**config.mk**
```make
export PLATFORM = sky130hd
export DESIGN_NAME = sseg_scan_decoder
export DESIGN_NICKNAME = d
export VERILOG_FILES = /design/src/rtl/sseg_scan_decoder.sv
export SDC_FILE = /design/constraint.sdc
export NUM_CORES = 1
export LEC_CHECK = 0
export CAP_MARGIN = 10
export CORE_ASPECT_RATIO = 0.5
export CORE_MARGIN = 3
export CORE_UTILIZATION = 45
export DETAILED_ROUTE_END_ITERATION = 10
export PLACE_DENSITY = 0.66
export SETUP_SLACK_MARGIN = 0.4
export SLEW_MARGIN = 20
export SYNTH_ARGS = -nofsm -noshare
export SYNTH_HDL_FRONTEND = slang
export SYNTH_SLANG_ARGS = --single-unit
```
**constraint.sdc**
```tcl
create_clock -name clk_i -period 5.12 [get_ports clk_i]
set_clock_uncertainty 0.2 [all_clocks]
set_input_delay 0.768 -clock clk_i [delete_from_list [all_inputs] [get_ports clk_i]]
set_output_delay 0.768 -clock clk_i [all_outputs]
set_load 0.02 [all_outputs]
```
**src/rtl/sseg_scan_decoder.sv**
```systemverilog
// sseg_scan_decoder: recovers hex digits and dps from a scanned 4-digit 7-seg bus.
// Optional GLITCH_COUNT_EN adds glitch_cnt_o (stable multi-anode pattern count).
module sseg_scan_decoder #(
  parameter int SETTLE_CYC  = 4,
  parameter int TIMEOUT_CYC = 65536,
  parameter bit ACT_LOW     = 1'b1
) (
  input  logic        clk_i,
  input  logic        rst_i,
  input  logic [3:0]  anodos_i,
  input  logic [7:0]  SSegm_i,
  output logic [15:0] digits_o,
  output logic [3:0]  dp_o,
  output logic [3:0]  digit_err_o,
  output logic        frame_stb_o,
  output logic        frame_valid_o,
`ifdef GLITCH_COUNT_EN
  output logic [7:0]  glitch_cnt_o,
`endif
  output logic        scan_idle_o
);

  localparam int CW = $clog2(SETTLE_CYC + 1);
  localparam int TW = $clog2(TIMEOUT_CYC + 1);
  localparam logic [CW-1:0] SET_M1  = CW'(SETTLE_CYC - 1);
  localparam logic [CW-1:0] SET_MAX = CW'(SETTLE_CYC);
  localparam logic [TW-1:0] T_MAX   = TW'(TIMEOUT_CYC - 1);
  localparam logic [11:0]   IDLE_PAT = ACT_LOW ? 12'hFFF : 12'h000;

  typedef enum logic [1:0] {
    S_WAIT = 2'd0,
    S_CAPT = 2'd1,
    S_HELD = 2'd2
  } state_t;

  state_t state_q;

  logic [11:0]   in_q, prev_q;
  logic [CW-1:0] cnt_q, cnt_d;
  logic [TW-1:0] tcnt_q, tcnt_d;
  logic [15:0]   dig_q, dig_d;
  logic [3:0]    dp_q, dp_d;
  logic [3:0]    err_q, err_d;
  logic [3:0]    mask_q, mask_d;
  logic          stb_q, stb_d;
  logic          valid_q, valid_d;
  logic          idle_q, idle_d;

  logic [11:0] norm;
  logic [3:0]  an;
  logic [7:0]  seg;
  logic        chg, onehot, stable_hit, cap;
  logic [3:0]  cap_bits;
  logic [4:0]  gl;

  // Returns {err, nibble}; anything that is not a hex glyph is an error.
  function automatic logic [4:0] glyph(input logic [6:0] s);
    logic [4:0] r;
    case (s)
      7'h3F:   r = 5'h00;
      7'h06:   r = 5'h01;
      7'h5B:   r = 5'h02;
      7'h4F:   r = 5'h03;
      7'h66:   r = 5'h04;
      7'h6D:   r = 5'h05;
      7'h7D:   r = 5'h06;
      7'h07:   r = 5'h07;
      7'h7F:   r = 5'h08;
      7'h6F:   r = 5'h09;
      7'h77:   r = 5'h0A;
      7'h7C:   r = 5'h0B;
      7'h39:   r = 5'h0C;
      7'h5E:   r = 5'h0D;
      7'h79:   r = 5'h0E;
      7'h71:   r = 5'h0F;
      default: r = 5'h10;
    endcase
    return r;
  endfunction

  assign norm = ACT_LOW ? ~in_q : in_q;
  assign an   = norm[11:8];
  assign seg  = norm[7:0];
  assign chg  = (in_q != prev_q);

  assign onehot = (an != 4'h0) &&
                  ((an & (an - 4'd1)) == 4'h0);

  assign stable_hit = !chg && (cnt_q == SET_M1);
  assign cap = (state_q == S_WAIT) && stable_hit && onehot;
  assign cap_bits = cap ? an : 4'h0;
  assign gl = glyph(seg[6:0]);

  always_comb begin
    cnt_d = cnt_q;
    if (chg)
      cnt_d = '0;
    else if (cnt_q != SET_MAX)
      cnt_d = cnt_q + 1'b1;
  end

  always_comb begin
    dig_d   = dig_q;
    dp_d    = dp_q;
    err_d   = err_q;
    mask_d  = mask_q;
    stb_d   = 1'b0;
    valid_d = valid_q;
    idle_d  = idle_q;
    tcnt_d  = tcnt_q;
    for (int n = 0; n < 4; n++) begin
      if (cap_bits[n]) begin
        dig_d[4*n +: 4] = gl[3:0];
        dp_d[n]         = seg[7];
        err_d[n]        = gl[4];
      end
    end
    // A digit captured while the full mask retires starts the next frame.
    if (mask_q == 4'hF) begin
      stb_d   = 1'b1;
      valid_d = 1'b1;
      mask_d  = cap_bits;
    end else begin
      mask_d  = mask_q | cap_bits;
    end
    if (cap) begin
      tcnt_d = '0;
      idle_d = 1'b0;
    end else if (tcnt_q == T_MAX) begin
      idle_d  = 1'b1;
      valid_d = 1'b0;
      mask_d  = 4'h0;
    end else begin
      tcnt_d = tcnt_q + 1'b1;
    end
  end

  always_ff @(posedge clk_i or negedge rst_i) begin
    if (!rst_i) begin
      state_q <= S_WAIT;
      in_q    <= IDLE_PAT;
      prev_q  <= IDLE_PAT;
      cnt_q   <= '0;
      tcnt_q  <= '0;
      dig_q   <= '0;
      dp_q    <= '0;
      err_q   <= '0;
      mask_q  <= '0;
      stb_q   <= 1'b0;
      valid_q <= 1'b0;
      idle_q  <= 1'b1;
    end else begin
      in_q    <= {anodos_i, SSegm_i};
      prev_q  <= in_q;
      cnt_q   <= cnt_d;
      tcnt_q  <= tcnt_d;
      dig_q   <= dig_d;
      dp_q    <= dp_d;
      err_q   <= err_d;
      mask_q  <= mask_d;
      stb_q   <= stb_d;
      valid_q <= valid_d;
      idle_q  <= idle_d;
      unique case (state_q)
        S_WAIT:  if (cap) state_q <= S_CAPT;
        S_CAPT:  state_q <= S_HELD;
        S_HELD:  if (chg || cnt_q == '0)
                   state_q <= S_WAIT;
        default: state_q <= S_WAIT;
      endcase
    end
  end

`ifdef GLITCH_COUNT_EN
  logic [7:0] glitch_q;

  always_ff @(posedge clk_i or negedge rst_i) begin
    if (!rst_i)
      glitch_q <= 8'h00;
    else if (stable_hit && !onehot &&
             an != 4'h0 && glitch_q != 8'hFF)
      glitch_q <= glitch_q + 8'd1;
  end

  assign glitch_cnt_o = glitch_q;
`endif

  assign digits_o      = dig_q;
  assign dp_o          = dp_q;
  assign digit_err_o   = err_q;
  assign frame_stb_o   = stb_q;
  assign frame_valid_o = valid_q;
  assign scan_idle_o   = idle_q;

endmodule
```
==> flow_summary.ini <==
[sta]
max_freq_ghz = 0.377
post-route-period-util_pct = 51.8
rsz0062_at_grt = no
relSlewSlack_pct = 42.4
setup_violations = 0
hold_violations = 0
tns_ns = 0
worst_pin_slew_ns = 0.857
final_max_slew_viol_count = 0
hold_slack_ns = 0.208
min_period_ns = 2.65

[synthesis]
syn_area_sq_um = 3620
async_flop_share_pct = 100
syn-num-nets = 304
synth-edff-count = 0
syn_inst = 285
ys_ff_latch = 77
yosys_warnings = 0
synth_ff_type = dfrtp_1
yosysSeqAreaShare_pct = 54.1
syn_avg_cell_area_sq_um = 12.7
ys_types = 52

[critical_path]
reg2reg_depth = 9
startpoint_type = flop
r2r-start = tcnt_q[6]$_DFFE_PN0P_
critPathTopFamily = simple AND/OR/NAND/NOR gates
crit_fanout = 12
rrSetupSlack_ns = 2.47
reg2reg_to = tcnt_q[9]$_DFFE_PN0P_
worstPathRequired_ns = 5.14
path_cells = and4_1, nand3_1, nor3_1, ha_1, nand4b_1, nor2_1, and4_1, xnor2_1, nor2_4
critical_path_class = reg2reg
cp_slowest_cell = ha_1
critical_path_buf_inv_count = 0
critPathMaxStageDelay_ns = 0.45
crit_path_end_kind = flop
worstPathArrival_ns = 2.67
cp_common_cell = and4_1

[power_and_ir_drop]
pwr-share-comb_pct = 4.2
peakVddDrop_uv = 164
p_seq_share_pct = 49.8
p_switching_mw = 0.299
power.total_mw = 1.29
p_int_mw = 0.994
p_leak_nw = 1.78
clockPowerShare_pct = 46.0
swShare_pct = 23.1
power.density_nw_per_um2 = 297

[detailed_routing]
drc = 0
first_pass_iters = 4
first_iter_violations = 96
vias_per_cell = 5.16
ant_nets = 0
wl_per_cell_um = 15.7
vias = 2253
routed_wl_um = 6850

[placed_design]
port_buffers = 40
place_congestion = 0.821
place_hpwl_um = 4740
place_area_sq_um = 4070

[final_layout]
n_antenna_cell = 0
mostFrequentLayoutCell = dfrtp_1
fin_area_sq_um = 4360
nets = 343
final_cell_mix = dfrtp_1 (52), clkdlybuf4s50_1 (39), dfstp_2 (25), mux2_2 (21)
drive_gt1_share_pct = 26.7
areaGrowthSynthToFinish_pct = 20.3

[clock_tree]
htreeDepth = 3
cts_made_buffers = 9
path_clk_slew_ns = 0.06
insertion_delay_ns = 0.34
cts_buffer_depth = 2
cts_root_buffer = clkbuf_16
postCtsHoldBufs = 0
cts_sinks = 77
cts_resized = 0
tritoncts = done
cts_setup_buffers = 0

[grt]
grt_pass1_vias = 2384
gr-total-overflow = 0
grtUsageTotal_pct = 16.6
grt_max_degree = 50
grt_pass1_wl_um = 11900
grt_antenna_before_repair = 0

[floorplan]
fp-row-count = 22
initial_core_util_pct = 47.9
die_x_um = 133
core_sq_um = 7570
die_area_sq_um = 9230
die_y_um = 69.4
ios = 41

[min_path]
worstHoldStart = in_q[7]$_DFF_PN1_
hold_path_end = prev_q[7]$_DFF_PN1_
holdPathStages = 0
min_path_type = reg2reg

[flow_run]
cap_violations = 0

[outcome]
status = finished, final reports clean
power groups by stage:
stage          registers, mW  clock network, mW  logic, mW
4_1_cts                0.644              0.612     0.0555
2_1_floorplan          0.643                  0     0.0365
3_5_place_dp           0.654                  0     0.0551
5_1_grt                0.646              0.641     0.0604
6_report               0.644              0.595     0.0543
3_3_place_gp           0.653                  0     0.0531
synth_stat cells (2+ instances only):
| cell type | instances | area (sq um) |
|---|---|---|
| a21oi_1 | 5 | 25.0 |
| a2bb2oi_1 | 5 | 43.8 |
| and2_1 | 4 | 25.0 |
| and4_1 | 3 | 26.3 |
| buf_6 | 2 | 22.5 |
| clkbuf_1 | 8 | 30.0 |
| dfrtp_1 | 52 | 1300 |
| dfstp_2 | 25 | 657 |
| ha_1 | 5 | 62.6 |
| inv_1 | 13 | 48.8 |
| mux2_2 | 21 | 236 |
| mux2i_1 | 6 | 60.1 |
| nand2_1 | 9 | 33.8 |
| nand2b_1 | 2 | 12.5 |
| nand3_1 | 8 | 40.0 |
| nand3b_1 | 2 | 15.0 |
| nand4_1 | 4 | 25.0 |
| nand4b_1 | 3 | 26.3 |
| nor2_1 | 20 | 75.1 |
| nor2_4 | 9 | 101 |
| nor3_1 | 5 | 25.0 |
| nor4_1 | 3 | 18.8 |
| nor4_4 | 7 | 149 |
| nor4bb_1 | 2 | 20.0 |
| o21ai_0 | 3 | 15.0 |
| o22a_1 | 2 | 17.5 |
| o22ai_1 | 2 | 12.5 |
| o31ai_1 | 2 | 15.0 |
| or3_1 | 4 | 25.0 |
| xnor2_1 | 8 | 70.1 |
| xor2_1 | 20 | 175 |
per-layer routing:
| metal | up-vias | part of all wire, % | GRT usage (%) |
|---|---|---|---|
| li1 | 1063 | - | - |
| met1 | 1151 | 46 | 20.5 |
| met2 | 30 | 50 | 27.2 |
| met3 | 9 | 3.3 | 6.16 |
| met4 | 0 | 0.82 | 5.07 |
| met5 | - | 0 | 0 |
worst max-delay path by stage:
| stage | slack [ns] | startpoint | cells after the start | end |
|---|---|---|---|---|
| floorplan | 2.82 | in_q[10]$_DFF_PN1_ | 9 | tcnt_q[12]$_DFFE_PN0P_ |
| global placement | 2.48 | in_q[4]$_DFF_PN1_ | 5 | digit_err_o[1]$_DFFE_PN0P_ |
| detailed placement | 2.43 | in_q[4]$_DFF_PN1_ | 5 | digits_o[7]$_DFFE_PN0P_ |
| CTS | 2.43 | in_q[4]$_DFF_PN1_ | 5 | digit_err_o[1]$_DFFE_PN0P_ |
| global route | 2.27 | tcnt_q[6]$_DFFE_PN0P_ | 9 | tcnt_q[9]$_DFFE_PN0P_ |
| finish | 2.47 | tcnt_q[6]$_DFFE_PN0P_ | 9 | tcnt_q[9]$_DFFE_PN0P_ |
per-stage QoR:
| step | cells | util, % | worst slack, ns |
|---|---|---|---|
| floorplan | 285 | - | 2.82 |
| global placement | 421 | 53.8 | 2.48 |
| detailed placement | 421 | 53.8 | 2.43 |
| CTS | 437 | 57.5 | 2.43 |
| global route | 437 | 57.6 | 2.27 |
| finish | 437 | 57.6 | 2.47 |
state kept, by name, summed over array words and instances (netlist names), 2 cells and up:
name,count
cnt_q,3
in_q,12
dp_o,4
mask_q,4
prev_q,12
digits_o,16
tcnt_q,17
state_q,2
digit_err_o,4
logic make-up after synthesis:
logic type / Yosys count / share of synthesized area [%]
flip-flops: 77 / 54.1
buffers and inverters: 27 / 4.18
XOR/XNOR: 29 / 7.22
AO/OA/AOI/OAI: 25 / 5.11
AND/OR/NAND/NOR: 95 / 19.5
adder cells (fa/ha/maj): 5 / 1.73
multiplexers: 27 / 8.19
worst register-to-register path: stages, from the launching register on:
cell	delay, ns
dfrtp_1	0.40
and4_1	0.27
nand3_1	0.14
nor3_1	0.21
ha_1	0.46
nand4b_1	0.24
nor2_1	0.12
and4_1	0.23
xnor2_1	0.24
nor2_4	0.04
area by class of cell:
class / count / area, sq um
fill: 614 / 3210
timing repair buffer: 41 / 405
clock buffer: 10 / 239
clock inverter: 6 / 46.3
sequential: 77 / 1960
tap: 108 / 135
inverter: 14 / 60.1
multi-input combinational: 181 / 1510
No activity file was read; power rests on OpenSTA's default activity.
==> variant 1 (config.mk and constraints unchanged) <==
Change the parameter `SETTLE_CYC` from 4 to 2.
--- a/src/rtl/sseg_scan_decoder.sv
+++ b/src/rtl/sseg_scan_decoder.sv
@@ -2,5 +2,5 @@
 // Optional GLITCH_COUNT_EN adds glitch_cnt_o (stable multi-anode pattern count).
 module sseg_scan_decoder #(
-  parameter int SETTLE_CYC  = 4,
+  parameter int SETTLE_CYC  = 2,
   parameter int TIMEOUT_CYC = 65536,
   parameter bit ACT_LOW     = 1'b1
Behaviour: not the same (a bounded check fails within 10 cycles, from zero or initial values and one cycle with rst_i low).
==> variant 1 against the original RTL <==
- synthesized area fell by 1.6%
- worst setup slack worse by 260 ps
- worst hold slack hardly changed
- non-clock buffer count unchanged
- sequential cell count is 1 lower
- routed wire length fell by 5.0%
- total power grew 8.9%
- die area is 1.5% lower
- cell area down 0.14%
- critical path depth increased by 1
==> variant 1: results (changes against the original RTL) <==
## Final layout
* final layout net count: 333, -2.9%
* flip-flop count of the largest register after layout: 17, unchanged
* Antenna Diode Count: 0, unchanged
* Top reg by flops: tcnt_q
* share of final-layout standard cells stronger than drive strength 1: 0.260, -0.00729

## Setup path
* CP max FO: 12, unchanged
* longest individual stage delay on the worst path: 510 ps, +60 ps
* cell family with most CP delay: simple AND/OR/NAND/NOR gates
* slowest stage cell on the critical path: sky130_fd_sc_hd__nor3b_1

## Clock tree
* Clock transition at path regs: 60 ps, about the same
* hold-fix buffers at CTS: 0, unchanged
* CTS H-tree depth: 3, unchanged
* post-cts resize count: 0, unchanged
* number of buffers added for setup after CTS: 0, unchanged
* clock buffer depth: 2, unchanged

## Drt
* wire length per cell: 15.2 um, -2.7%
* iteration-0 DRC count of the detailed router: 189, +97%
* via density per instance: 5.14, -0.34%

## Synthesis
* nets in the synthesized netlist: 294, -3.3%
* Synth async-reset ratio: 1.00, unchanged
* synth cell count leaders: sky130_fd_sc_hd__dfrtp_1, sky130_fd_sc_hd__xor2_1, sky130_fd_sc_hd__dfstp_2, sky130_fd_sc_hd__mux2_2, sky130_fd_sc_hd__nor2_1
* cell types occupying the most area after synthesis: sky130_fd_sc_hd__dfrtp_1, sky130_fd_sc_hd__dfstp_2, sky130_fd_sc_hd__xor2_1
* Yosys cell types: 51, -1.9%
* share of synthesized area occupied by flip-flops and latches: 0.542, +0.00171

## Global routing
* total global routing track utilization: 0.160, -0.00536
* global-route wire length before repair: 11.2 mm, -5.7%
* maximum number of pins on one net before global-route repair: 49, -2.0%
* number of antenna violations at the first check in global routing: 0, unchanged
* number of global-route vias before repair: 2,271, -4.7%

## Placement
* post-placement worst setup slack: 2230 ps, -198 ps
* Post-DP HPWL: 4.46 mm, -5.8%
* RD Place Congestion: 0.789, -3.9%

## Outcome
* status: complete, no violations

## Power
* worst ir drop on vdd: 0.198 mV, +21%
* static leakage power: 1.80 nW, +1.5%

## STA
* Worst-Margin Slew: 718 ps, -138 ps

[variant 1: kinds of logic (layout without fill, tap and decap cells)]
kind of cell,count (synthesis),after routing,share of synthesized area
buffers and inverters,23,67,0.0400
XOR/XNOR,30,30,0.0779
adder cells (fa/ha/maj),5,5,0.0176
AND/OR/NAND/NOR,92,92,0.190
AO/OA/AOI/OAI,21,21,0.0463
flip-flops,76,76,0.542
multiplexers,28,28,0.0863
[variant 1: worst paths after layout]
kind	startpoint	end	slack, ps	cells after the start
worst max-delay path	tcnt_q[10]	tcnt_q[10]	2210	10
worst min-delay path	in_q[7]	prev_q[7]	210	0
worst max register to register	tcnt_q[10]	tcnt_q[10]	2210	10
worst min register to register	in_q[7]	prev_q[7]	210	0
max in group asynchronous	rst_i	in_q[4]	3650	2
min in group asynchronous	rst_i	digits_o[9]	250	1
[variant 1: metrics by stage]
stage	utilization	total power, W	instance area (um2)	instances
final	0.579	0.00141	4350	427
after global routing	0.579	0.00146	4350	427
after CTS	0.579	0.00142	4350	427
after detailed placement	0.533	0.000699	4010	411
after global placement	0.533	0.000696	4010	411
after floorplan	-	0.000671	3560	275
[variant 1: layer usage]
metal / part of all wire / up-vias / global-route usage
met4: 0.0097 / 0 / 0.0510
met2: 0.50 / 43 / 0.267
li1: - / 1035 / -
met3: 0.044 / 4 / 0.0652
met1: 0.45 / 1112 / 0.196
met5: 0 / - / 0
[variant 1: area by class of cell]
class | count | area (um2)
clock buffers | 11 | 243
repair buffers | 41 | 405
inverters | 10 | 45.0
well taps | 108 | 135
multi-input cells | 176 | 1490
clock inverters | 5 | 100
flip-flops and latches | 76 | 1930
fillers | 612 | 3160
[variant 1: worst reg2reg max path: cells and delay by family (launching register included)]
kind                     cells  cell delay, ps
adder cells (fa/ha/maj)      1             340
AND/OR/NAND/NOR              8            1600
flip-flops                   1             390
XOR/XNOR                     1             280
[variant 1: where the power goes]
| part | switching (W) | internal [W] |
|---|---|---|
| sequential | 0.0000184 | 0.000619 |
| combinational | 0.0000282 | 0.0000225 |
| clock | 0.000233 | 0.000487 |
==> variant 2 (config.mk and constraints unchanged) <==
Without the edit above. Encoding of `state_t`: now one-hot (3 bits for 3 states).
--- a/src/rtl/sseg_scan_decoder.sv
+++ b/src/rtl/sseg_scan_decoder.sv
@@ -28,8 +28,8 @@
   localparam logic [11:0]   IDLE_PAT = ACT_LOW ? 12'hFFF : 12'h000;
 
-  typedef enum logic [1:0] {
-    S_WAIT = 2'd0,
-    S_CAPT = 2'd1,
-    S_HELD = 2'd2
+  typedef enum logic [2:0] {
+    S_WAIT = 3'b001,
+    S_CAPT = 3'b010,
+    S_HELD = 3'b100
   } state_t;
 
Behaviour: no difference found for any inputs over 10 cycles, from zero or initial values and one cycle with rst_i low; not proved beyond that.
==> variant 2 against the original RTL <==
- synthesized area fell by 3.2%
- routed wire length decreased by 1.1%
- combinational power is 7.9% lower
- total power rose by 5.3%
- sequential cell count is 1 higher
- worst setup slack worse by 110 ps
- cell area down 1.7%
- largest cell class unchanged
- highest routed layer unchanged
==> variant 2: results (changes against the original RTL) <==
## Outcome
* status: complete, no violations

## Placement
* Port Buffers: 40, unchanged
* RD Place Congestion: 0.763, -7.1%
* post-placement worst setup slack: 2320 ps, -110 ps
* Inst Count DP: 425, +0.95%
* Post-DP HPWL: 4.52 mm, -4.6%
* area post-placement: 0.00398 mm2, -2.3%

## Drt
* iteration-0 DRC count of the detailed router: 191, +99%
* Pre-antenna DRT Iters: 4, unchanged
* Post-Route WL: 6.77 mm, -1.1%
* via density per instance: 5.30, +2.8%
* wire length per cell: 15.4 um, -1.9%

## Power
* static leakage power: 1.81 nW, +1.7%
* net switching power figure: 0.000280 W, -6.2%
* Combinational Power Share: 0.037, -0.005
* total sequential power: 0.000652 W, +1%
* fraction of power consumed by the clock network: 0.484, +0.024
* worst ir drop on vdd: 0.160 mV, -2.0%

## Synthesis
* Yosys cell types: 46, -12%
* warnings from Yosys: 0, unchanged
* share of synthesized area occupied by flip-flops and latches: 0.566, +0.0256
* nets in the synthesized netlist: 318, +4.6%
* cell types occupying the most area after synthesis: sky130_fd_sc_hd__dfrtp_1, sky130_fd_sc_hd__dfstp_2, sky130_fd_sc_hd__mux2_2
* Post-Syn Area per Cell: 11.7 um2, -7.8%
* synth cell count leaders: sky130_fd_sc_hd__dfrtp_1, sky130_fd_sc_hd__nor2_1, sky130_fd_sc_hd__dfstp_2, sky130_fd_sc_hd__inv_1, sky130_fd_sc_hd__xor2_1
* Synth async-reset ratio: 1.00, unchanged

## Final layout
* fill count: 613, -0.16%
* final layout net count: 359, +4.7%
* flip-flop count of the largest register after layout: 17, unchanged
* Antenna Diode Count: 0, unchanged
* Top reg by flops: tcnt_q
* share of final-layout standard cells stronger than drive strength 1: 0.209, -0.0588

## Global routing
* total global routing track utilization: 0.169, +0.00304
* maximum number of pins on one net before global-route repair: 79, +58%
* number of global-route vias before repair: 2,303, -3.4%
* global-route wire length before repair: 11.4 mm, -3.9%
* number of antenna violations at the first check in global routing: 0, unchanged

## Min path
* worst hold endpoint: prev_q[7]
* worst hold path class: reg -> reg
* Worst Hold Depth: 0, unchanged

## STA
* hold slack: 210 ps, +1.96 ps
* worst slew margin relative to its limit: 0.366, -0.0581

## Setup path
* element type at the critical path start: register
* cell depth of the worst flop-to-flop path: 5, -4
* Reg2Reg Setup Slack: 2350 ps, -110 ps
* reg2reg end: digits_o[9]
* slowest stage cell on the critical path: sky130_fd_sc_hd__dfstp_2
* CP max FO: 14, +2
* longest individual stage delay on the worst path: 680 ps, +230 ps
* cell family with most CP delay: compound AO/OA/AOI/OAI gates
* Crit Reg-Reg Startpoint: in_q[3]

## Clock tree
* Clock transition at path regs: 60 ps, about the same
* Clock Latency Late Sink: 330 ps
* number of buffers added for setup after CTS: 0, unchanged
* master cell of the clock root buffer: sky130_fd_sc_hd__clkbuf_16
* post-cts resize count: 0, unchanged
* CTS H-tree depth: 3, unchanged

variant 2: cell count changes after synthesis, moves of 4 or more:
cell,before,now
sky130_fd_sc_hd__nor4_4,7,0
sky130_fd_sc_hd__inv_1,13,21
sky130_fd_sc_hd__a2bb2oi_1,5,0
sky130_fd_sc_hd__mux2_2,21,17
sky130_fd_sc_hd__nor2_4,9,0
sky130_fd_sc_hd__nor2_1,20,34
sky130_fd_sc_hd__mux2i_1,6,10
variant 2: kinds of logic (layout without fill, tap and decap cells):
| group | Yosys count | after routing | share of synthesized area |
|---|---|---|---|
| and+or+nand+nor | 105 | 105 | 0.172 |
| buffers and inverters | 32 | 78 | 0.0378 |
| DFF | 78 | 78 | 0.566 |
| adders and majority gates | 5 | 5 | 0.0179 |
| xor gates and xnor gates | 29 | 29 | 0.0725 |
| AOI/OAI and AO/OA | 23 | 23 | 0.0500 |
| muxes | 27 | 27 | 0.0832 |
variant 2: routing by layer:
layer	routed length, um	vias to the layer above	GRT usage
met5	0	-	0
met3	282	12	0.0577
li1	-	1108	-
met1	3090	1168	0.220
met4	128	0	0.0744
met2	3270	50	0.259
variant 2: worst max path at each step:
stage	endpoint	slack (ps)
global placement	digits_o[13]	2440
global route	digits_o[9]	2180
finish	digits_o[9]	2350
floorplan	tcnt_q[11]	2620
detailed placement	digits_o[9]	2320
CTS	digits_o[9]	2340
variant 2: final cells by class:
class | instances | area, um2 | share of cell area
inverter | 21 | 78.8 | 0.0184
multi-input combinational | 189 | 1390 | 0.324
clock buffer | 11 | 233 | 0.0543
tap | 96 | 120 | 0.0280
timing repair buffer | 41 | 405 | 0.0946
clock inverter | 5 | 75.1 | 0.0175
sequential | 78 | 1980 | 0.463
